===== src/rtl/z1010_ff_cfg_loader.sv =====
// Flop-slot configuration sequencer for one z1010 logic cluster.
// Checks each mode word, shifts legal words LSB-first, commits with a latch pulse.
module z1010_ff_cfg_loader #(
  parameter int NUM_FF = 8
) (
  input  logic       clk,
  input  logic       rst,
  input  logic       start,
  input  logic       cfg_valid,
  output logic       cfg_ready,
  input  logic [6:0] cfg_data,
  output logic       sdo,
  output logic       sen,
  output logic       latch,
  output logic       busy,
  output logic       done,
  output logic       error,
  output logic [5:0] err_idx
);

  typedef enum logic [1:0] {
    S_IDLE,
    S_RECV,
    S_SHIFT,
    S_ERR
  } state_e;

  localparam logic [6:0] LAST_SLOT = 7'(NUM_FF - 1);

  state_e     state_q, state_d;
  logic [6:0] slot_q, slot_d;
  logic [6:0] word_q, word_d;
  logic [2:0] bit_q, bit_d;
  logic       latch_q, latch_d;
  logic       error_q, error_d;
  logic [5:0] err_idx_q, err_idx_d;

  logic [3:0] ty;
  logic       cinv, einv, rinv;
  logic       legal;

  assign ty   = cfg_data[3:0];
  assign cinv = cfg_data[4];
  assign einv = cfg_data[5];
  assign rinv = cfg_data[6];

  always_comb begin
    legal = 1'b1;
    if (ty > 4'd9)
      legal = 1'b0;
    if (cinv && !(ty inside {4'd0, 4'd1, 4'd2, 4'd6, 4'd7}))
      legal = 1'b0;
    if (einv && !(ty inside {4'd1, 4'd6, 4'd7, 4'd8, 4'd9}))
      legal = 1'b0;
    if (rinv && (ty < 4'd2))
      legal = 1'b0;
  end

  always_comb begin
    state_d   = state_q;
    slot_d    = slot_q;
    word_d    = word_q;
    bit_d     = bit_q;
    latch_d   = 1'b0;
    error_d   = error_q;
    err_idx_d = err_idx_q;
    unique case (state_q)
      S_IDLE: begin
        // the commit cycle still counts as busy
        if (start && !latch_q) begin
          state_d = S_RECV;
          slot_d  = '0;
        end
      end
      S_RECV: begin
        if (cfg_valid) begin
          if (legal) begin
            state_d = S_SHIFT;
            word_d  = cfg_data;
            bit_d   = '0;
          end else begin
            state_d   = S_ERR;
            error_d   = 1'b1;
            err_idx_d = slot_q[5:0];
          end
        end
      end
      S_SHIFT: begin
        if (bit_q == 3'd6) begin
          if (slot_q == LAST_SLOT) begin
            state_d = S_IDLE;
            latch_d = 1'b1;
            slot_d  = '0;
          end else begin
            state_d = S_RECV;
            slot_d  = slot_q + 7'd1;
          end
        end else begin
          bit_d = bit_q + 3'd1;
        end
      end
      S_ERR: begin
        if (start) begin
          state_d   = S_RECV;
          slot_d    = '0;
          error_d   = 1'b0;
          err_idx_d = '0;
        end
      end
      default: state_d = S_IDLE;
    endcase
  end

  always_ff @(posedge clk) begin
    if (rst) begin
      state_q   <= S_IDLE;
      slot_q    <= '0;
      word_q    <= '0;
      bit_q     <= '0;
      latch_q   <= 1'b0;
      error_q   <= 1'b0;
      err_idx_q <= '0;
    end else begin
      state_q   <= state_d;
      slot_q    <= slot_d;
      word_q    <= word_d;
      bit_q     <= bit_d;
      latch_q   <= latch_d;
      error_q   <= error_d;
      err_idx_q <= err_idx_d;
    end
  end

  assign cfg_ready = (state_q == S_RECV);
  assign sen       = (state_q == S_SHIFT);
  assign sdo       = sen & word_q[bit_q];
  assign latch     = latch_q;
  assign done      = latch_q;
  assign busy      = (state_q == S_RECV) | (state_q == S_SHIFT) | latch_q;
  assign error     = error_q;
  assign err_idx   = err_idx_q;

endmodule


===== config.mk =====
export PLATFORM = sky130hd
export DESIGN_NAME = z1010_ff_cfg_loader
export DESIGN_NICKNAME = d
export VERILOG_FILES = /design/src/rtl/z1010_ff_cfg_loader.sv
export SDC_FILE = /design/constraint.sdc
export NUM_CORES = 1
export LEC_CHECK = 0
export ABC_AREA = 0
export CORE_UTILIZATION = 35
export DETAILED_ROUTE_END_ITERATION = 12
export REMOVE_ABC_BUFFERS = 1
export SETUP_SLACK_MARGIN = 0.15
export SYNTH_ARGS = -nofsm -noshare
export SYNTH_HDL_FRONTEND = slang
export SYNTH_SLANG_ARGS = --single-unit

===== constraint.sdc =====
create_clock -name clk -period 3.55 [get_ports clk]
set_input_delay 0.355 -clock clk [delete_from_list [all_inputs] [get_ports clk]]
set_output_delay 0.355 -clock clk [all_outputs]
set_load 0.01 [all_outputs]

* Word level (Yosys, flattened, before mapping)
Index checks and enable logic that the tools add are counted.
Word-level totals: bits of input ports 11, logic and storage cells 86, output and inout bits 13, bits in registers 27
Cells by class: mux-type cells 31, bitwise operators 5, reductions and logical operators 20, $lt $le $gt $ge 3, add/sub/neg operators 2, equal/unequal tests 18
Operators with widths (count):
- $mux 7 | 4
- $pmux 7 s3 | 1
- $mux 6 | 3
- $reduce_and 4->1 | 4
- $pmux 6 s2 | 1
- $mux 1 | 11
- $ne 2x2->1 const B | 5
- $reduce_bool 5->1 | 2
- $mux 3 | 3
- $eq 4x3->1 const B | 2
- $eq 4x4->1 const B | 2
- $mux 2 | 4
- $pmux 2 s4 | 1
- $add 7x1->7 const B | 1
- $eq 7x3->1 const B | 1
- $pmux 3 s2 | 1
- $eq 2x2->1 const B | 2
- $eq 4x1->1 const B | 1
- $eq 4x2->1 const B | 1
- $gt 4x4->1 const B | 1
- $logic_and 1x1->1 | 4
- $logic_not 4->1 | 1
- $lt 3x4->1 const B | 1
- $lt 4x2->1 const B | 1
- other kinds (15) | 21

* Logic depth before layout (Yosys ltp)
depth after elaboration 10, mapped depth 8, mapped depth without buffers 7

* Worst setup path after synthesis
No wires, ideal clock.
path kind register to register, start point register state_q[0], end point register slot_q[5], data required time 3.414 ns, path slack 1.646 ns, path buffers 1, period minus slack after synthesis 1.904 ns, stages on the path, launching flop included 9, arrival time 1.769 ns, library setup time 0.136 ns, path through dfxtp_1 inv_1 ha_1 clkbuf_1 a21boi_0 a211oi_2 nand4_1 xor2_1 nor2_1
On the way: cells in the longest elaborated chain, start to end 3, elaborated cells on any way between the ends 9, those cells by class 5 x eq/ne; 1 x mux; 3 x reduce/logical
RTL lines:
- from (decl) | RTL line 30 | state_e state_q, state_d;
- from (signal assigned) | RTL line 124 | state_q <= state_d;
- $eq 2x2->1 *
- via sen | RTL line 13 | output logic sen,
- $ne 2x1->1 (no source line) / $reduce_bool 3->1 (equally long branches)
- $reduce_and 4->1 (no source line)
- to (signal assigned) | RTL line 125 | slot_q <= slot_d;
- to (decl) | RTL line 31 | logic [6:0] slot_q, slot_d;
The timed path passes the listed nets; every way through them passes the cells marked *. A chain may end at the register's enable or synchronous reset.

* Final worst setup path
start point register bit_q[0], end point output sdo
On the way: cells in the longest elaborated chain, start to end 3
RTL lines:
- from (decl) | RTL line 33 | logic [2:0] bit_q, bit_d;
- from (signal assigned) | RTL line 127 | bit_q <= bit_d;
- $bmux 1 s3 | RTL line 136 | assign sdo = sen & word_q[bit_q];
- $mux 1 (not written as such) | RTL line 136
- $and 1x1->1 | RTL line 136
- to (decl) | RTL line 12 | output logic sdo,
Every way passes these cells. The select of a mux whose other input is x is not followed.

==> flow_metrics.tcl <==
set metrics [dict create \
    leakagePower_nw 0.596 \
    max-cap-violations 0 \
    rsz0062_at_grt "false" \
    fin_crit_ps 2330 \
    rows 22 \
    ys_warn_count 0 \
    worstSetupPathType "reg2out" \
    finalCritPeriodShare_pct 65.5 \
    max_stage_delay_ps 540 \
    hold_path.class "reg2reg" \
    critPathLaunchType "register" \
    drive_above_1_share_pct 7.65 \
    grt_pass1_wl_um 5000 \
    worstReg2RegStart "state_q[0]" \
    fin_skew_ps 5.43 \
    fin_nets 189 \
    drc_errors 0 \
    htree_levels 1 \
    tritoncts "yes" \
    finalSetupTns_ps 0 \
    syn_area_um2 1390 \
    cts_resized 0 \
    grt_pass1_vias 1132 \
    wire_per_inst_um 13.4 \
    hp-start "err_idx[5]" \
    regToRegSetupSlack_ps 1330 \
    crit_fanout 6 \
    grt_max_degree 18 \
    place_hpwl_um 2250 \
    power.density_nw_per_um2 488 \
    syn_inst 151 \
    drtIter0Drc 53 \
    design_area_um2 1680 \
    antenna_found_initial 0 \
    worstPathRequired_ps 3190 \
    syn_avg_cell_area_um2 9.18 \
    vias 1139 \
    yosys_register_bits 27 \
    diodes 0 \
    dr.pass1.iters 4 \
    die_h_um 64.9 \
    overflow 0 \
    via_per_inst 5.22 \
    synth_compound_area_share_pct 17.7 \
    synth_cell_type_count 47 \
    slowest_stage "mux4_2" \
    core_um2 3720 \
    hold_viol 0 \
    start_util_pct 37.3 \
    r2r-end "slot_q[6]" \
    syn_to_final_growth_pct 21.0 \
    worst_slew_pin_slew_ps 934 \
    clk_latency_ps 270 \
    ctsLongestPathBuffers 2 \
    setup_viol 0 \
    hold_path_depth 1 \
    cts_buffers 3 \
    post_dp_cell_area_um2 1630 \
    port_buffers 23 \
    holdPathEnd "err_idx[5]" \
    synth_top_family_by_area "simple AND/OR/NAND/NOR gates" \
    rr_worst_depth 7 \
    grt_usage_pct 15.1 \
    clock.fmax_ghz 0.430 \
    layout_setup_ws_ps 1220 \
    report.final.slew_viol_count 0 \
    gp_congestion 0.873 \
    worstPathArrival_ps 1970 \
    final_antenna_net_count 0 \
    holdWs_ps 480 \
    preCtsSetupSlack_ps 958 \
    clkTransAtPathRegs_ps 90 \
    cts-root-buf "clkbuf_8" \
    cts.sinks 27 \
    synthAdderAreaFrac_pct 6.32 \
    synth.area.mux_share_pct 7.40 \
    path_cells "mux4_2 > o21ai_0 > nor2_1 > clkdlybuf4s50_1" \
    yosysSeqAreaShare_pct 39.0 \
    cp-end-kind "primary output" \
    yosys.area_share.simple_pct 20.4 \
    status "finished, final reports clean" \
    die_w_um 64.9 \
    post_cts_buffers 0 \
    synthXorXnorAreaFrac_pct 3.16 \
    holdBufCountCts 0 \
    io-pin-count 24 \
    total_power_mw 0.819 \
    max_slew_margin_pct 37.6 \
    fp.dieArea_um2 4220 \
    wl_um 2930 \
    irDropWorstVdd_mv 0.354 \
]
==> through the flow <==
stage               util [%]  cells
global placement        43.8    214
CTS                     45.2    218
detailed placement      43.8    214
global route            45.2    218
finish                  45.2    218
floorplan                  -    143
==> layout make-up <==
class | count | area [um2]
Clock inverter | 1 | 7.51
Sequential cell | 27 | 541
Clock buffer | 3 | 41.3
Timing Repair Buffer | 23 | 230
Fill cell | 369 | 2040
Inverter | 8 | 30.0
Tap cell | 48 | 60.1
Multi-Input combinational cell | 108 | 768
==> report_power, final <==
| part | switching, mW | leakage (nW) | total, mW | internal, mW |
|---|---|---|---|---|
| clock network | 0.0968 | 0.0217 | 0.177 | 0.0797 |
| registers | 0.0236 | 0.218 | 0.350 | 0.326 |
| logic | 0.164 | 0.356 | 0.293 | 0.129 |
| total | 0.284 | 0.596 | 0.819 | 0.535 |
==> worst max-delay path by stage <==
| stage | from | endpoint | slack, ps | depth (start not counted) |
|---|---|---|---|---|
| floorplan | state_q[1] | word_q[0] | 1140 | 6 |
| global placement | cfg_data[1] | word_q[4] | 1070 | 6 |
| detailed placement | cfg_data[1] | word_q[6] | 960 | 6 |
| CTS | bit_q[0] | sdo | 1210 | 4 |
| global route | cfg_data[1] | word_q[6] | 1050 | 6 |
| finish | bit_q[0] | sdo | 1220 | 4 |
==> cells in the mapped netlist, drive strengths merged <==
master	instances	share of area (%)
nor3	2	0.72
a211oi	3	2.0
o31ai	1	0.54
ha	7	6.3
a311o	1	0.72
mux4	1	1.6
nand3	3	1.1
nand4	4	1.8
nor2	16	4.3
a21boi	1	0.54
mux2i	8	5.8
a21oi	9	3.2
a22o	6	3.8
dfxtp	27	39
a21bo	1	0.72
xnor2	1	0.63
clkbuf	5	2.2
a31o	2	1.3
inv	8	2.2
a311oi	1	0.63
or4b	1	0.72
o32ai	1	0.63
nor4b	1	0.63
and4	2	1.4
nand2b	2	0.90
o21a	1	0.54
o221ai	1	0.63
or2	2	0.90
or3b	2	1.4
nand2	11	3.0
o21ai	5	1.8
buf	3	1.7
nand3b	1	0.54
and2	1	0.45
o311ai	1	0.63
xor2	4	2.5
nor4	1	0.45
and3	3	1.4
nand4b	1	0.63
==> cell families after synthesis <==
group / Yosys count
fa+ha+maj: 7
xor+xnor: 5
flops: 27
compound gates: 34
buf+inv: 16
simple gates: 53
mux: 9
==> layer usage <==
metal | share of wire [%] | track usage (%)
met5 | 0 | 0
met4 | 0.27 | 2.22
met3 | 3.5 | 4.23
met2 | 47 | 26.3
met1 | 49 | 18.8
==> critical path: cells and delay by family, from the launching register on <==
family | cells | cell delay (ps)
AND/OR/NAND/NOR | 1 | 70
AO/OA/AOI/OAI | 1 | 150
multiplexers | 1 | 540
buffers and inverters | 1 | 470
flip-flops | 1 | 470
==> cells in the final DEF (no fill, tap or decap), types with 5 or more instances in the layout <==
| cell type | count |
|---|---|
| a21oi_1 | 9 |
| dfxtp_1 | 27 |
| nand2_1 | 11 |
| nor2_1 | 16 |
| a22o_1 | 6 |
| ha_1 | 7 |
| inv_1 | 8 |
| mux2i_1 | 8 |
| clkdlybuf4s50_1 | 23 |
| o21ai_0 | 5 |
==> flip-flops by register name (all words and copies together) (netlist names) <==
signal and cells:
slot_q 7, word_q 7, state_q 2, done 1, err_idx 6, error 1, bit_q 3
Note: power is estimated with default switching activity, not from simulation.
